===== src/rtl/uart_pkg.sv =====
// ---------------------------------------------------------------------------
// uart_pkg
// Shared definitions for the UART transmit and receive paths.
//   tx_state_t        : transmitter FSM states
//   FRAME_BITS        : bits per frame, including start and stop
//                       (10, or 11 when UART_TX_PARITY_EN adds a parity bit)
//   symbol_edge_time(): core clock cycles per serial bit
// ---------------------------------------------------------------------------
package uart_pkg;

    typedef enum logic {
        IDLE = 1'b0,
        SEND = 1'b1
    } tx_state_t;

`ifdef UART_TX_PARITY_EN
    localparam int FRAME_BITS = 11;
`else
    localparam int FRAME_BITS = 10;
`endif

    // Integer division: any fractional part of the ratio is dropped, so the
    // bit period rounds down toward a slightly faster line rate.
    function automatic int symbol_edge_time(input int clock_freq, input int baud_rate);
        return clock_freq / baud_rate;
    endfunction

endpackage


===== src/rtl/uart_tx_fifo.sv =====
// ---------------------------------------------------------------------------
// uart_tx_fifo
// Synchronous FIFO that sits between the CPU write path and the serializer.
// Ports:
//   clk, rst   : core clock, asynchronous active-high reset
//   push       : write push_data (ignored when full)
//   push_data  : entry to write
//   pop        : drop the head entry (ignored when empty)
//   pop_data   : current head entry, valid whenever empty is low
//   full/empty : occupancy flags
//   count      : number of entries held
// DEPTH must be a power of two so the pointers wrap for free.
// ---------------------------------------------------------------------------
module uart_tx_fifo #(
    parameter int WIDTH = 8,
    parameter int DEPTH = 4,
    localparam int PTR_W = $clog2(DEPTH),
    localparam int CNT_W = PTR_W + 1
) (
    input  logic             clk,
    input  logic             rst,
    input  logic             push,
    input  logic [WIDTH-1:0] push_data,
    input  logic             pop,
    output logic [WIDTH-1:0] pop_data,
    output logic             full,
    output logic             empty,
    output logic [CNT_W-1:0] count
);

    logic [WIDTH-1:0] mem [DEPTH];
    logic [PTR_W-1:0] wr_ptr;
    logic [PTR_W-1:0] rd_ptr;
    logic             do_push;
    logic             do_pop;

    assign full     = (count == CNT_W'(DEPTH));
    assign empty    = (count == '0);
    assign do_push  = push && !full;
    assign do_pop   = pop && !empty;
    assign pop_data = mem[rd_ptr];

    // Storage needs no reset: an entry is only ever read after it was written.
    always_ff @(posedge clk) begin
        if (do_push) begin
            mem[wr_ptr] <= push_data;
        end
    end

    // Pointers and count; a simultaneous push and pop leaves the count alone.
    always_ff @(posedge clk or posedge rst) begin
        if (rst) begin
            wr_ptr <= '0;
            rd_ptr <= '0;
            count  <= '0;
        end else begin
            if (do_push) begin
                wr_ptr <= wr_ptr + PTR_W'(1);
            end
            if (do_pop) begin
                rd_ptr <= rd_ptr + PTR_W'(1);
            end
            if (do_push && !do_pop) begin
                count <= count + CNT_W'(1);
            end else if (do_pop && !do_push) begin
                count <= count - CNT_W'(1);
            end
        end
    end

endmodule


===== src/rtl/uart_tx_buffered.sv =====
// ---------------------------------------------------------------------------
// uart_tx_buffered
// Buffered 8N1 UART transmitter. The CPU hands bytes over with ready/valid
// into a small FIFO; the FSM below serializes them LSB first.
// Ports:
//   clk, rst      : core clock, asynchronous active-high reset
//   data_in       : byte to transmit
//   data_in_valid : producer presents data_in
//   data_in_ready : FIFO can accept (transfer when valid && ready at posedge)
//   serial_out    : UART line, idles high
//   tx_busy       : frame on the line or bytes waiting in the FIFO
//   fifo_count    : bytes in the FIFO (not counting the one being shifted)
// Build option:
//   UART_TX_PARITY_EN : insert an even-parity bit between d[7] and stop
// ---------------------------------------------------------------------------
module uart_tx_buffered
    import uart_pkg::*;
#(
    parameter int CLOCK_FREQ = 50_000_000,
    parameter int BAUD_RATE  = 10_000_000,
    parameter int FIFO_DEPTH = 4
) (
    input  logic                          clk,
    input  logic                          rst,
    input  logic [7:0]                    data_in,
    input  logic                          data_in_valid,
    output logic                          data_in_ready,
    output logic                          serial_out,
    output logic                          tx_busy,
    output logic [$clog2(FIFO_DEPTH):0]   fifo_count
);

    localparam int SYMBOL_EDGE_TIME = symbol_edge_time(CLOCK_FREQ, BAUD_RATE);
    localparam int BAUD_W = (SYMBOL_EDGE_TIME > 1) ? $clog2(SYMBOL_EDGE_TIME) : 1;
    localparam int BIT_W  = $clog2(FRAME_BITS);

    tx_state_t             state;
    logic [FRAME_BITS-1:0] shift_reg;
    logic [FRAME_BITS-1:0] next_frame;
    logic [BAUD_W-1:0]     baud_cnt;
    logic [BIT_W-1:0]      bit_idx;
    logic                  ready_en;
    logic                  fifo_full;
    logic                  fifo_empty;
    logic [7:0]            fifo_head;
    logic                  push;
    logic                  pop;
    logic                  baud_done;
    logic                  frame_done;

    uart_tx_fifo #(
        .WIDTH (8),
        .DEPTH (FIFO_DEPTH)
    ) u_fifo (
        .clk       (clk),
        .rst       (rst),
        .push      (push),
        .push_data (data_in),
        .pop       (pop),
        .pop_data  (fifo_head),
        .full      (fifo_full),
        .empty     (fifo_empty),
        .count     (fifo_count)
    );

    // Frame laid out LSB first so the line is always shift_reg[0].
`ifdef UART_TX_PARITY_EN
    assign next_frame = {1'b1, ^fifo_head, fifo_head, 1'b0};
`else
    assign next_frame = {1'b1, fifo_head, 1'b0};
`endif

    assign baud_done  = (baud_cnt == BAUD_W'(SYMBOL_EDGE_TIME - 1));
    assign frame_done = baud_done && (bit_idx == BIT_W'(FRAME_BITS - 1));

    // The FSM pops when idle, or at the very end of a stop bit so the next
    // start bit follows with no gap.
    assign pop        = !fifo_empty && ((state == IDLE) || frame_done);
    assign data_in_ready = ready_en && !fifo_full;
    assign push       = data_in_valid && data_in_ready;
    assign serial_out = shift_reg[0];
    assign tx_busy    = (state != IDLE) || !fifo_empty;

    // Holds ready low while reset is asserted and for the rest of that cycle,
    // so the producer sees ready rise on the first edge after release.
    always_ff @(posedge clk or posedge rst) begin
        if (rst) begin
            ready_en <= 1'b0;
        end else begin
            ready_en <= 1'b1;
        end
    end

    // Transmit FSM and shift register. Shifting fills with ones, so the line
    // is already high when a frame finishes and the FSM drops back to IDLE.
    always_ff @(posedge clk or posedge rst) begin
        if (rst) begin
            state     <= IDLE;
            shift_reg <= '1;
            baud_cnt  <= '0;
            bit_idx   <= '0;
        end else begin
            case (state)
                IDLE: begin
                    if (!fifo_empty) begin
                        shift_reg <= next_frame;
                        baud_cnt  <= '0;
                        bit_idx   <= '0;
                        state     <= SEND;
                    end
                end
                SEND: begin
                    if (!baud_done) begin
                        baud_cnt <= baud_cnt + BAUD_W'(1);
                    end else begin
                        baud_cnt <= '0;
                        if (frame_done && !fifo_empty) begin
                            shift_reg <= next_frame;
                            bit_idx   <= '0;
                        end else if (frame_done) begin
                            shift_reg <= {1'b1, shift_reg[FRAME_BITS-1:1]};
                            bit_idx   <= '0;
                            state     <= IDLE;
                        end else begin
                            shift_reg <= {1'b1, shift_reg[FRAME_BITS-1:1]};
                            bit_idx   <= bit_idx + BIT_W'(1);
                        end
                    end
                end
                default: state <= IDLE;
            endcase
        end
    end

endmodule


===== config.mk =====
export PLATFORM = sky130hd
export DESIGN_NAME = uart_tx_buffered
export DESIGN_NICKNAME = d
export VERILOG_FILES = /design/src/rtl/uart_pkg.sv /design/src/rtl/uart_tx_fifo.sv /design/src/rtl/uart_tx_buffered.sv
export SDC_FILE = /design/constraint.sdc
export NUM_CORES = 1
export LEC_CHECK = 0
export CAP_MARGIN = 5
export CELL_PAD_IN_SITES_DETAIL_PLACEMENT = 1
export CELL_PAD_IN_SITES_GLOBAL_PLACEMENT = 2
export CORE_UTILIZATION = 38
export CTS_CLUSTER_SIZE = 8
export DETAILED_ROUTE_END_ITERATION = 6
export PLACE_DENSITY = 0.79
export SETUP_SLACK_MARGIN = 0.3
export SLEW_MARGIN = 15
export SYNTH_ARGS = -nofsm -noshare
export SYNTH_HDL_FRONTEND = slang
export SYNTH_SLANG_ARGS = --single-unit
export TNS_END_PERCENT = 30

===== constraint.sdc =====
create_clock -name clk -period 2.54 [get_ports clk]
set_clock_uncertainty 0.2 [all_clocks]
set_input_delay 0.508 -clock clk [delete_from_list [all_inputs] [get_ports clk]]
set_output_delay 0.508 -clock clk [all_outputs]
set_load 0.01 [all_outputs]

==> results of run 1 <==
-- cell type report --
cell class | count | area (sq um) | area share, %
well taps | 77 | 96.34 | 3.187
clock inverters | 5 | 80.08 | 2.649
multi-input cells | 101 | 845.8 | 27.98
repair buffers | 26 | 236.5 | 7.823
inverters | 8 | 30.03 | 0.9934
clock buffers | 11 | 131.4 | 4.346
flip-flops and latches | 57 | 1603 | 53.02
-- power by group through the flow --
stage	registers (mW)	clock network [mW]	logic, mW
after global routing	1.19	0.962	0.412
final	1.18	0.900	0.367
after floorplan	1.19	0	0.191
after global placement	1.19	0	0.321
after detailed placement	1.20	0	0.341
after CTS	1.18	0.922	0.365
-- cell usage after synthesis (all sizes together) --
| cell type | instances |
|---|---|
| nor4 | 1 |
| nor2 | 9 |
| o22ai | 1 |
| nand3b | 1 |
| buf | 3 |
| a22o | 1 |
| mux2i | 1 |
| o31a | 1 |
| nor3 | 1 |
| nand2b | 1 |
| a21oi | 16 |
| mux4 | 8 |
| o31ai | 2 |
| o21ai | 7 |
| nor3b | 2 |
| conb | 1 |
| a21o | 2 |
| mux2 | 2 |
| xnor2 | 4 |
| and2 | 1 |
| ha | 9 |
| inv | 8 |
| clkbuf | 1 |
| dfstp | 9 |
| fa | 1 |
| a21boi | 1 |
| o22a | 1 |
| dfrtp | 16 |
| or3 | 1 |
| nand3 | 3 |
| xor2 | 2 |
| and3 | 5 |
| edfxtp | 32 |
| nand2 | 16 |
-- layer usage --
layer  wire [um]  share of wire [%]  vias to the layer above  track usage (%)
met3         132                2.9                       12            4.725
li1            -                  -                      683                -
met2        2339                 51                       29            25.33
met4         129                2.8                        0            8.966
met1        2001                 43                      739            18.68
met5           0                  0                        -                0
-- worst reg2reg max path: stages, from the launching register on --
cell	delay, ps
dfrtp_1	390
inv_1	90
ha_2	190
nand3b_1	120
o21ai_2	180
nand2_2	110
ha_4	170
inv_2	50
fa_2	410
mux2_2	270
-- cells in the final DEF, fill, tap and decap left out, types with 7 or more instances in the layout --
cell type        count
a21oi_1             15
buf_4               10
clkbuf_8             9
clkdlybuf4s50_1     14
dfrtp_1             12
dfstp_2              9
edfxtp_1            32
inv_1                7
mux4_2               8
nand2_1             15
nor2_1               8
-- through the flow --
stage / hold WS, ps / std cells / util (%) / area, sq um
after floorplan: 263.9 / 170 / - / 2504
after global placement: 288.5 / 263 / 43.66 / 2756
after detailed placement: 307.3 / 263 / 43.66 / 2756
after CTS: 317.8 / 282 / 47.36 / 2990
after global routing: 342.3 / 285 / 47.88 / 3023
final: 311.5 / 285 / 47.88 / 3023
-- timing repair --
item | 4_1_cts | 5_1_grt
pin swaps | 2 | 4
setup buffers | 3 | 3
endpoints found under the setup margin | 4 | 4
gates resized for setup | 2 | 4
hold buffers | 0 | 0
-- worst paths after layout --
kind / endpoint
min reg2reg: shift_reg[2]
min: shift_reg[2]
max: u_fifo.count[1]
min in group asynchronous: ready_en
max in group asynchronous: shift_reg[8]
max reg2reg: u_fifo.count[1]
-- logic make-up (layout without fill, tap and decap cells) --
group,after synthesis,in the layout,synth area share (%)
multiplexers,11,11,8.603
buffers and inverters,12,50,2.581
AND/OR/NAND/NOR,41,41,8.451
flip-flops,57,57,64.63
other,1,1,0.1517
XOR/XNOR,6,6,2.125
AO/OA/AOI/OAI,32,32,8.097
adder cells (fa/ha/maj),10,10,5.364
==> Flow_metrics.wiki, run 1 <==
{| class="wikitable"
! Metric !! Value
|-
| Status || finished clean
|-
| Crit path max-delay cell type || fa_2
|-
| Unrepaired setup endpoints after global routing || yes
|-
| Share of the yosys chip area belonging to registers || 64.63%
|-
| Flop-to-flop setup slack || 240 ps
|-
| Fraction of post-synthesis cell area in the top cell type by area || 38.87%
|-
| Critical Path Max Stage Delay || 410 ps
|-
| Die extent in x || 82.66 um
|-
| Cts bufs inserted || 9
|-
| Detail Placement HPWL || 3237 um
|-
| Type of the most critical hold path || reg -> reg
|-
| Crit path DAT || 2310 ps
|-
| GRT Util Overall || 15.73%
|-
| Initial antenna violation count || 0
|-
| Number of vias after detailed routing || 1463
|-
| Cells along the critical path || inv_1 > ha_2 > nand3b_1 > o21ai_2 > nand2_2 > ha_4 > inv_2 > fa_2 > mux2_2
|-
| Routed wirelength normalized by instance count || 16.15 um
|-
| Lkg Pwr || 1.145 nW
|-
| Setup slack after layout || 240.5 ps
|-
| Power density over cell area || 809.2 nW/um^2
|-
| Synthesized area per cell || 14.54 sq um
|-
| TritonCTS clock tree || done
|-
| Max FFs per register || 32
|-
| Root cell of the clock tree || clkbuf_8
|-
| Launch instance of the worst register-to-register path || bit_idx[1]
|-
| Start point of the critical path || bit_idx[1]
|-
| Total design power || 2.446 mW
|-
| Residual antenna-violating net count after detailed routing || 0
|-
| Worst min-delay path startpoint || shift_reg[2]
|-
| Clock insertion delay at the later pin of the skew report || 330 ps
|-
| Category of cells accounting for the largest share of critical-path delay || adder cells
|-
| Crit path launch type || flop
|-
| Pre-Repair DR Iteration Count || 4
|-
| Proportion of total power due to net switching || 25.12%
|-
| Net total in the final layout || 224
|-
| Starting Density || 39.16%
|-
| Number of cells on the worst reg-to-reg path || 9
|-
| Filler cell count in the final layout || 656
|-
| Top fanout value on the critical path || 3
|-
| Number of clock sinks seen by CTS || 57
|-
| Area Overhead vs Synth || 22.27%
|-
| Final period utilization || 90.53%
|-
| Largest net degree at the start of global routing || 26
|-
| Number of instances in the synthesized netlist || 170
|-
| Slew margin rel. || 60.63%
|-
| Sequential share of power || 48.2%
|-
| CP Buf/Inv Count || 2
|-
| Library cell occupying the most area in the post-synthesis netlist || edfxtp_1
|-
| Height of the die || 82.66 um
|-
| Maximum vdd drop || 0.0004850 V
|-
| Category of the critical setup timing path || reg -> reg
|-
| Starting DRT DRC Count || 106
|-
| Place WS || 25.86 ps
|-
| Kind of end point of the critical path || flop
|-
| Antenna Cells || 0
|-
| Number of flip-flops and latches in the synthesized netlist || 57
|-
| Full die area || 6833 sq um
|-
| Required @ worst endpoint || 2550 ps
|-
| Max-capacitance violation count || 0
|-
| Routed wire length || 4602 um
|-
| Shortest period the worst path allows || 2299 ps
|-
| Synthesized Nets || 191
|-
| Hold violation total from the final report || 0
|-
| Switching power total || 0.6144 mW
|-
| CTS clk-pin slew, worst paths || 70 ps
|-
| Number of remaining DRC errors || 0
|-
| Clock share of power || 36.8%
|-
| Global-route wire length before repair || 7617 um
|-
| Final Slew Violations || 0
|-
| Dominant cells by area after synthesis || edfxtp_1, dfrtp_1, dfstp_2
|-
| Number of distinct standard cells referenced by the synthesized netlist || 39
|-
| Setup-violating endpoint count in the final report || 0
|-
| Maximum clock frequency || 434.9 MHz
|-
| Int Power || 1.832 mW
|-
| Cell area after technology mapping || 2472 sq um
|-
| Number of logic stages on the critical path including buffering || 9
|-
| I/O Buffers || 16
|-
| I/O pin cnt || 17
|-
| GRT overflow || 0
|-
| Maximum buffer depth of the clock tree || 2
|-
| Setup TNS Final || 0 ps
|-
| Total number of H-tree levels || 3
|-
| Portion of total power attributed to combinational logic || 15.0%
|-
| Hold Path Stages || 2
|-
| FP Rows || 29
|-
| Ratio of cells with drive above 1 in the final layout || 30.29%
|-
| Core area || 6314 sq um
|-
| Mean number of vias per cell || 5.133
|-
| Yosys synthesis warning count || 0
|-
| Least-Margin Pin Slew || 590.6 ps
|-
| GPL Wtd Cong || 0.6852
|-
| Via count of the first global-routing pass || 1563
|}
Power figures use the tool's default switching activity.
==> run 2: changes to the inputs <==
--- a/config.mk
+++ b/config.mk
@@ -13,8 +13,9 @@
 export DETAILED_ROUTE_END_ITERATION = 6
 export PLACE_DENSITY = 0.79
 export SETUP_SLACK_MARGIN = 0.3
+export SKIP_CTS_REPAIR_TIMING = 1
 export SLEW_MARGIN = 15
 export SYNTH_ARGS = -nofsm -noshare
 export SYNTH_HDL_FRONTEND = slang
 export SYNTH_SLANG_ARGS = --single-unit
-export TNS_END_PERCENT = 30
+export TNS_END_PERCENT = 50
==> Flow_metrics.wiki, run 2 (synthesis results as in run 1) <==
{| class="wikitable"
! Metric !! Value
|-
| CTS clk-pin slew, worst paths || 70 ps (about the same)
|-
| Type of the most critical hold path || reg -> reg (unchanged)
|-
| Flop-to-flop setup slack || 230 ps (was 240 ps)
|-
| Category of the critical setup timing path || reg -> reg (unchanged)
|-
| Height of the die || 82.66 um (unchanged)
|-
| Full die area || 6833 sq um (unchanged)
|-
| Placed standard-cell area || 2756 sq um (unchanged)
|-
| Hold violation total from the final report || 0 (unchanged)
|-
| Final period utilization || 91.02% (was 90.53%)
|-
| Critical Path Max Stage Delay || 390 ps (was 410 ps)
|-
| Proportion of total power due to net switching || 25.00% (was 25.12%)
|-
| Pre-Repair DR Iteration Count || 4 (unchanged)
|-
| Routed wirelength normalized by instance count || 16.20 um (was 16.15 um)
|-
| Commonest cells after routing, fill and taps aside || edfxtp_1, nand2_1, a21oi_1 (unchanged)
|-
| Least-Margin Pin Slew || 593.3 ps (was 590.6 ps)
|-
| Lkg Pwr || 1.144 nW (was 1.145 nW)
|-
| Routed wire length || 4584 um (was 4602 um)
|-
| I/O pin cnt || 17 (unchanged)
|-
| Maximum clock frequency || 432.5 MHz (was 434.9 MHz)
|-
| Number of remaining DRC errors || 0 (unchanged)
|-
| Final Non-Filler Cells || 283 (was 285)
|-
| Total number of H-tree levels || 3 (unchanged)
|-
| Power density over cell area || 805.1 nW/um^2 (was 809.2 nW/um^2)
|-
| Area Overhead vs Synth || 21.46% (was 22.27%)
|-
| Filler cell count in the final layout || 659 (was 656)
|-
| Int Power || 1.813 mW (was 1.832 mW)
|-
| Maximum vdd drop || 0.0004695 V (was 0.0004850 V)
|-
| Starting Density || 39.16% (unchanged)
|-
| Required @ worst endpoint || 2550 ps (about the same)
|-
| Most common library cell in the layout ignoring fill and taps || edfxtp_1 (unchanged)
|-
| I/O Buffers || 16 (unchanged)
|-
| Detail Placement HPWL || 3237 um (unchanged)
|-
| Final Slew Violations || 0 (unchanged)
|-
| Portion of total power attributed to combinational logic || 14.0% (was 15.0%)
|-
| Shortest period the worst path allows || 2312 ps (was 2299 ps)
|-
| Total instance count after detailed placement || 263 (unchanged)
|-
| Setup TNS Final || 0 ps (unchanged)
|-
| Unrepaired setup endpoints after global routing || yes (unchanged)
|-
| Sequential share of power || 48.8% (was 48.2%)
|-
| Via count of the first global-routing pass || 1545 (was 1563)
|-
| Clock share of power || 37.3% (was 36.8%)
|-
| Final Instance Area || 3003 sq um (was 3023 sq um)
|-
| Net total in the final layout || 222 (was 224)
|-
| Mean number of vias per cell || 5.141 (was 5.133)
|-
| Status || finished clean (unchanged)
|-
| Clock insertion delay at the later pin of the skew report || 330 ps (about the same)
|-
| TritonCTS clock tree || done (unchanged)
|-
| GRT overflow || 0 (unchanged)
|-
| GPL Wtd Cong || 0.6852 (unchanged)
|-
| Kind of end point of the critical path || flop (unchanged)
|-
| Number of vias after detailed routing || 1455 (was 1463)
|-
| Crit path max-delay cell type || dfrtp_1 (was fa_2)
|-
| FP Rows || 29 (unchanged)
|-
| Max-capacitance violation count || 0 (unchanged)
|-
| Antenna Cells || 0 (unchanged)
|-
| Residual antenna-violating net count after detailed routing || 0 (unchanged)
|-
| Top fanout value on the critical path || 3 (unchanged)
|-
| Cts bufs inserted || 9 (unchanged)
|-
| Setup-violating endpoint count in the final report || 0 (unchanged)
|-
| Slew margin rel. || 60.44% (was 60.63%)
|-
| Crit path DAT || 2320 ps (was 2310 ps)
|-
| Ratio of cells with drive above 1 in the final layout || 27.67% (was 30.29%)
|-
| Die extent in x || 82.66 um (unchanged)
|-
| Crit path launch type || flop (unchanged)
|-
| Core area || 6314 sq um (unchanged)
|-
| GRT Util Overall || 15.61% (was 15.73%)
|-
| Cells along the critical path || inv_1 > ha_2 > nand3b_1 > o21ai_2 > nand2_2 > ha_4 > inv_2 > fa_1 > mux2_2 (was inv_1 > ha_2 > nand3b_1 > o21ai_2 > nand2_2 > ha_4 > inv_2 > fa_2 > mux2_2)
|-
| Switching power total || 0.6045 mW (was 0.6144 mW)
|-
| Total design power || 2.418 mW (was 2.446 mW)
|-
| Root cell of the clock tree || clkbuf_8 (unchanged)
|-
| Initial antenna violation count || 0 (unchanged)
|-
| Max FFs per register || 32 (unchanged)
|-
| Largest net degree at the start of global routing || 26 (unchanged)
|-
| Maximum buffer depth of the clock tree || 2 (unchanged)
|-
| Starting DRT DRC Count || 76 (was 106)
|-
| Global-route wire length before repair || 7562 um (was 7617 um)
|-
| Number of clock sinks seen by CTS || 57 (unchanged)
|}
## run 2: cell count changes in the layout (fill, tap and decap cells not counted), sizes merged
cell          change
buf               -2
dlygate4sd2       -1
dlymetal6s2s      +1
## run 2: final timing paths
path,from,endpoint,cells past startpoint
max,bit_idx[1],u_fifo.count[1],9
min,shift_reg[2],shift_reg[2],2
max reg2reg,bit_idx[1],u_fifo.count[1],9
min reg2reg,shift_reg[2],shift_reg[2],2
max in group asynchronous,rst,shift_reg[8],3
min in group asynchronous,rst,ready_en,3
## run 2: area by class of cell
class / count / area (sq um) / area share, %
Tap cell: 77 / 96.34 / 3.208
Inverter: 8 / 30.03 / 1.000
Timing Repair Buffer: 24 / 225.2 / 7.500
Sequential cell: 57 / 1602 / 53.33
Multi-Input combinational cell: 101 / 838.3 / 27.92
Clock inverter: 5 / 80.08 / 2.667
Clock buffer: 11 / 131.4 / 4.375
## run 2: power groups by stage
stage               combinational [mW]  sequential, mW  clock (mW)
finish                           0.337            1.18       0.901
CTS                              0.342            1.18       0.922
floorplan                        0.191            1.19           0
detailed placement               0.341            1.20           0
global route                     0.385            1.19       0.961
global placement                 0.321            1.19           0
## run 2: through the flow
step           setup WS (ps)  utilization (%)  hold slack (ps)
6_report               228.1            47.56            311.5
5_1_grt                113.4            47.56            342.3
4_1_cts                3.524            47.01            317.8
3_5_place_dp           25.86            43.66            307.3
3_3_place_gp           105.4            43.66            288.5
2_1_floorplan          278.9                -            263.9
## run 2: layer usage
metal | GRT usage [%] | up-vias | share of wire, %
li1 | - | 681 | -
met1 | 18.61 | 736 | 43
met2 | 25.00 | 25 | 51
met3 | 4.725 | 13 | 2.8
met4 | 8.966 | 0 | 2.8
met5 | 0 | - | 0
## run 2: critical path, delay by kind of cell, from the launching register on
kind / cells / cell delay (ps)
AO/OA/AOI/OAI: 1 / 190
flip-flops: 1 / 390
multiplexers: 1 / 270
buffers and inverters: 2 / 140
adder cells (fa/ha/maj): 3 / 760
AND/OR/NAND/NOR: 2 / 230
